`src/rtl/axis_adder_fifo.sv`:
```
// Two-operand stream adder: joins two valid/ready operand streams, buffers the
// WIDTH+1-bit sums in a DEPTH-entry FIFO and presents them on a valid/ready output.
module axis_adder_fifo #(
    parameter int unsigned WIDTH  = 4,
    parameter int unsigned DEPTH  = 4,
    parameter bit          SIGNED = 1'b0
) (
    input  logic                             clk,
    input  logic                             reset,
    input  logic                             data1_valid_i,
    output logic                             data1_ready_o,
    input  logic [WIDTH-1:0]                 data1_i,
    input  logic                             data2_valid_i,
    output logic                             data2_ready_o,
    input  logic [WIDTH-1:0]                 data2_i,
    output logic                             data_valid_o,
    input  logic                             data_ready_i,
    output logic [WIDTH:0]                   data_o,
    output logic [$clog2(DEPTH+1)-1:0]       count_o
);

    localparam int unsigned SUM_W = WIDTH + 1;
    localparam int unsigned PTR_W = $clog2(DEPTH);
    localparam int unsigned CNT_W = $clog2(DEPTH + 1);

    logic [SUM_W-1:0] mem [DEPTH];
    logic [PTR_W-1:0] wr_ptr;
    logic [PTR_W-1:0] rd_ptr;
    logic [PTR_W-1:0] rd_next;
    logic [CNT_W-1:0] count_next;
    logic [SUM_W-1:0] op1_ext;
    logic [SUM_W-1:0] op2_ext;
    logic [SUM_W-1:0] sum;
    logic             full;
    logic             push;
    logic             pop;
    logic             head_is_new;

    // Operand join: each side is ready only when the other side has data to pair with.
    assign full          = (count_o == CNT_W'(DEPTH));
    assign data1_ready_o = data2_valid_i & ~full & ~reset;
    assign data2_ready_o = data1_valid_i & ~full & ~reset;
    assign push          = data1_valid_i & data2_valid_i & ~full & ~reset;
    assign data_valid_o  = (count_o != '0);
    assign pop           = data_valid_o & data_ready_i;

    assign op1_ext = {SIGNED & data1_i[WIDTH-1], data1_i};
    assign op2_ext = {SIGNED & data2_i[WIDTH-1], data2_i};
    assign sum     = op1_ext + op2_ext;

    // The pushed sum becomes the head when nothing older remains after this edge.
    assign head_is_new = push & ((count_o == '0) | ((count_o == CNT_W'(1)) & pop));

    always_comb begin
        count_next = count_o;
        rd_next    = rd_ptr;
        if (pop) begin
            rd_next = rd_ptr + PTR_W'(1);
        end
        case ({push, pop})
            2'b10:   count_next = count_o + CNT_W'(1);
            2'b01:   count_next = count_o - CNT_W'(1);
            default: count_next = count_o;
        endcase
    end

    // Storage array, no reset needed: entries are only read after being written.
    always_ff @(posedge clk) begin
        if (push) begin
            mem[wr_ptr] <= sum;
        end
    end

    always_ff @(posedge clk) begin
        if (reset) begin
            wr_ptr  <= '0;
            rd_ptr  <= '0;
            count_o <= '0;
            data_o  <= '0;
        end else begin
            if (push) begin
                wr_ptr <= wr_ptr + PTR_W'(1);
            end
            rd_ptr  <= rd_next;
            count_o <= count_next;
            // Registered head: holds its last value while the buffer is empty.
            if (count_next != '0) begin
                data_o <= head_is_new ? sum : mem[rd_next];
            end
        end
    end

endmodule

```
`config.mk`:
```
export PLATFORM = sky130hd
export DESIGN_NAME = axis_adder_fifo
export DESIGN_NICKNAME = d
export VERILOG_FILES = /design/src/rtl/axis_adder_fifo.sv
export SDC_FILE = /design/constraint.sdc
export NUM_CORES = 1
export LEC_CHECK = 0
export ABC_AREA = 1
export CORE_MARGIN = 4
export CORE_UTILIZATION = 35
export DETAILED_ROUTE_END_ITERATION = 10
export DONT_BUFFER_PORTS = 1
export HOLD_SLACK_MARGIN = 0.1
export PLACE_DENSITY_LB_ADDON = 0.15
export SLEW_MARGIN = 20
export SYNTH_ARGS = -nofsm -noshare
export SYNTH_HDL_FRONTEND = slang
export SYNTH_SLANG_ARGS = --single-unit
```
`constraint.sdc`:
```
create_clock -name clk -period 3.6 [get_ports clk]
set_input_delay 0.54 -clock clk [delete_from_list [all_inputs] [get_ports clk]]
set_output_delay 0.54 -clock clk [all_outputs]
set_load 0.005 [all_outputs]
```
---- Word-level counts from Yosys, hierarchy flattened ----
Memory sizes are Yosys's and may differ from the RTL's.
Cells that the tools add are included.
word-level totals
  flip-flop bits (word level) ............. 12
  RAM bits ................................ 20
  input port bits ......................... 13
  output and inout port bits .............. 11
  logic and storage cells ................. 35
  memories kept ........................... 1
cells by class
  $add $sub $neg .......................... 5
  equality and inequality tests ........... 4
  multiplexer cells ....................... 5
  bitwise operators ....................... 13
  reduce and logical (&&, ||, !) cells .... 3
memories
  memory  depth  bits a word  rd ports  clocked after Yosys merged registers in  wr ports  RTL line  text
  mem     4      5            1         0                                        1         26        logic [SUM_W-1:0] mem [DEPTH];
operators by type and width
  operator             number
  $and 1x1->1          10
  $pmux 3 s2           1
  $reduce_bool 3->1    2
  $add 4x4->5          1
  $mux 5               1
  $add 2x1->2 const B  2
  $add 3x1->3 const B  1
  $eq 3x1->1 const B   1
  $eq 3x3->1 const B   1
  $logic_not 3->1      1
  $sub 3x1->3 const B  1
  $eq 2x1->1 const B   1
  $eq 2x2->1 const B   1
  $mux 1               2
  $mux 2               1
  $not 1->1            2
  $or 1x1->1           1

---- Depth between registers and ports, before layout ----
  depth in word-level cells ............... 7
  mapped depth ............................ 15

---- Least setup slack after synthesis ----
Ideal clock, no wire load.
  path type ............................... register to register
  start ................................... register count_o[0]
  end ..................................... register data_o[3]
  library setup time ...................... 116 ps
  data arrival time ....................... 2109 ps
  required time ........................... 3484 ps
  setup slack ............................. 1375 ps
  cell stages (with the launch flop) ...... 16
  buffers on the path ..................... 0
  clock period less this slack ............ 2225 ps
  cells stage by stage .................... dfxtp_1 inv_1 ha_1 nand2_1 nand2_2 nor2_8 inv_2 ha_1 inv_2 nand3_1 o21ai_1 nand2_1 nor2_2 nand2_1 nand2_1 a21oi_2
between the ends
  longest elaborated chain between the ends .. 7
  elaborated cells on any way between the ends .. 20
RTL lines
  element                                          RTL line  text
  start, declared                                  19        output logic [$clog2(DEPTH+1)-1:0] count_o
  start signal, assigned                           85        count_o <= count_next;
  $eq 3x3->1 (*)                                   40        assign full = (count_o == CNT_W'(DEPTH));
  $not 1->1 (*)                                    43        assign push = data1_valid_i & data2_valid_i & ~full & ~reset;
  $and 1x1->1 (*) (2 in a row)                     43
  net push                                         35        logic push;
  $eq 2x1->1 / $eq 2x2->1 (equally long branches)  60        case ({push, pop})
  $pmux 3 s2                                       60
  $reduce_bool 3->1                                87        if (count_next != '0) begin
  end signal, assigned                             88        data_o <= head_is_new ? sum : mem[rd_next];
  end, declared                                    18        output logic [WIDTH:0] data_o,
Mark *: on every way through the listed nets, which the timed path passes. The rest lies on a longest branch.
A chain may end at the register's enable or synchronous reset.

---- Worst setup path after layout ----
Same ends and word-level chain as after synthesis.

==> impl_metrics.json <==
{
  "timing_hold_violations_final": 0,
  "die_area_um2": 6440,
  "dpl-instance-area_um2": 1890,
  "hold_class": "in -> reg",
  "cts_max_level": 2,
  "power.static_leakage_nw": 0.854,
  "final_core_utilization_pct": 39.0,
  "route.antenna.remaining_nets": 0,
  "drt-initial-drc-count": 48,
  "p_clk_share_pct": 30.9,
  "synth-seq-area-share_pct": 46.0,
  "peakVddDrop_mv": 0.191,
  "via_per_inst": 4.55,
  "timing.setup.critical_path_class": "reg -> reg",
  "element_type_at_the_critical_path_start": "register",
  "wl_per_cell_um": 13.8,
  "last_weighted_congestion_value_of_the_routability_driven_placer": 0.812,
  "grt_max_degree": 13,
  "post-layout-total-power_mw": 0.922,
  "place.detailed.hpwl_um": 2860,
  "fin_worst_skew_ps": 7.64,
  "design.final.nets": 238,
  "netlist_instances": 205,
  "outcome": "finished, final reports clean",
  "first_pass_iters": 4,
  "crit_required_ps": 3780,
  "synth_area_um2": 1830,
  "detailroute.via_count": 1273,
  "worst-slew-pin-transition_ps": 576,
  "setup_total_negative_slack_ps": 0,
  "postSynthRegisterBits": 32,
  "p_switching_mw": 0.302,
  "die_x_um": 80.2,
  "n_antenna_cell": 0,
  "fmaxAchievable_ghz": 0.396,
  "pint_mw": 0.620,
  "register_to_register_setup_slack_ps": 1070,
  "tritoncts.num_buffers": 5,
  "seq_power_share_pct": 47.3,
  "antenna_found_initial": 0,
  "final_cell_area_um2": 1980,
  "maxSlewViolCount": 0,
  "setup_repair_after_global_routing_missed_its_margin": "false",
  "post_cts_resize_count": 0,
  "core_region_area_um2": 5070,
  "io_pins": 24,
  "globalRouteOverflowTotal": 0,
  "grt_first_pass_wirelength_um": 6110,
  "timing.slew.headroom_pct": 61.5,
  "syn-num-nets": 234,
  "postCtsSetupRepairBufs": 0,
  "synthesis.yosys.warnings": 0,
  "timing.critical_path.fanout_max": 10,
  "cp_data_arrival_time_ps": 2710,
  "area.growth.synth_to_final_pct": 8.36,
  "cts_max_path_buffers": 2,
  "power.share.combinational_pct": 21.8,
  "via_count_of_the_first_global_routing_pass": 1204,
  "tritoncts": "done",
  "die-height_um": 80.2,
  "clock_insertion_delay_worst_skew_ps": 290,
  "post-route-period-util_pct": 70.2,
  "powerDensity_nw_per_um2": 466,
  "synth.lib_cells_used.distinct": 27,
  "number_of_standard_cell_rows_in_the_floorplan": 26,
  "floorplan.initialDensity_pct": 36.0,
  "port_buffers": 0,
  "detail_route.drc_violations": 0,
  "track_usage_pct": 12.8,
  "cts_hold_buffers": 0,
  "drv_cap": 0,
  "drt-total-wl_um": 3870,
  "cts.clk_slew.worst_paths_ps": 80,
  "worst_setup_path_end_kind": "register",
  "clock_tree.root_cell": "clkbuf_8",
  "layout-drive-gt1-share_pct": 15.2,
  "clock-sinks": 32,
  "synth.avg_cell_area_um2": 8.91,
  "finalCriticalPeriod_ps": 2530,
  "power.share.switching_pct": 32.7,
  "setup_viols_final": 0
}
[cell type report]
class                   instances  area [µm²]
clock buffers                   5        68.8
clock inverters                 3        23.8
fillers                       546        3100
inverters                      33         126
multi-input cells             137         832
flip-flops and latches         32         841
well taps                      70        87.6
[path summary, 6_finish.rpt]
kind / endpoint / from / cells past startpoint
setup / recovery: data_o[3] / count_o[0] / 15
hold / removal: count_o[0] / reset / 1
setup reg to reg: data_o[3] / count_o[0] / 15
hold reg to reg: wr_ptr[0] / wr_ptr[0] / 1
[through the flow]
stage | std cells | setup WS, ps | hold slack, ps
after global placement | 272 | 1130 | 510
after CTS | 280 | 1030 | 312
after floorplan | 205 | 1380 | 463
after global routing | 280 | 775 | 307
final | 280 | 1070 | 320
after detailed placement | 272 | 1060 | 499
[cells in the final DEF (no fill, tap or decap), drive strengths merged]
cell / count
o21bai: 1
nand3b: 1
o21ai: 3
edfxtp: 20
inv: 33
nand3: 30
clkbuf: 5
clkinvlp: 2
ha: 15
clkinv: 1
a21oi: 11
fa: 1
nor2: 22
o21a: 1
xnor2: 2
o211ai: 1
dfxtp: 12
nand2: 48
nand4: 1
[power by group through the flow]
stage / clock (mW) / combinational (mW) / sequential, mW
2_1_floorplan: 0 / 0.166 / 0.440
3_3_place_gp: 0 / 0.202 / 0.445
3_5_place_dp: 0 / 0.202 / 0.445
4_1_cts: 0.294 / 0.203 / 0.437
5_1_grt: 0.310 / 0.229 / 0.439
6_report: 0.285 / 0.201 / 0.436
[critical path, stage by stage, from the launching register on]
cell,delay [ps]
dfxtp_1,430
inv_1,110
ha_1,260
nand2_1,100
nand2_2,90
nor2_8,120
inv_2,90
ha_1,330
inv_2,100
nand3_1,80
o21ai_1,100
nand2_1,90
nor2_2,310
nand2_1,100
nand2_1,90
a21oi_2,30
[state kept, by name, indices dropped and copies added, names as in the netlist]
signal / count
mem: 20
data_o: 5
count_o: 3
rd_ptr: 2
wr_ptr: 2
[Yosys cell counts]
cell	number	share of area [%]
edfxtp_1	20	33
nand3_1	29	7.9
inv_4	1	0.34
fa_1	1	1.1
buf_6	2	1.2
o21bai_1	1	0.41
nor2_2	1	0.34
inv_1	28	5.8
nand3b_1	1	0.41
o21ai_0	2	0.55
nand3_2	1	0.55
nand2_2	7	2.4
inv_2	4	0.82
nor2_1	20	4.1
buf_2	1	0.27
o21ai_1	1	0.27
nand2_4	3	1.8
nor2_8	1	1.1
ha_1	15	10
nand2_1	38	7.8
xnor2_1	2	0.96
nand4_1	1	0.34
o21a_1	1	0.41
a21oi_1	6	1.6
dfxtp_1	12	13
o211ai_2	1	0.68
a21oi_2	5	2.4
[kinds of logic after synthesis]
logic type / count (synthesis) / synth area share [%]
xor+xnor: 2 / 0.959
compound gates: 17 / 6.37
flops: 32 / 46.0
simple gates: 102 / 26.8
fa+ha+maj: 16 / 11.4
buf+inv: 36 / 8.42
[routing by layer]
metal	track usage, %	wire length [µm]
met2	19.1	1760
met3	3.36	143
met5	0	0
met4	4.22	48
met1	17.7	1910
No activity file was read; power rests on OpenSTA's default activity.
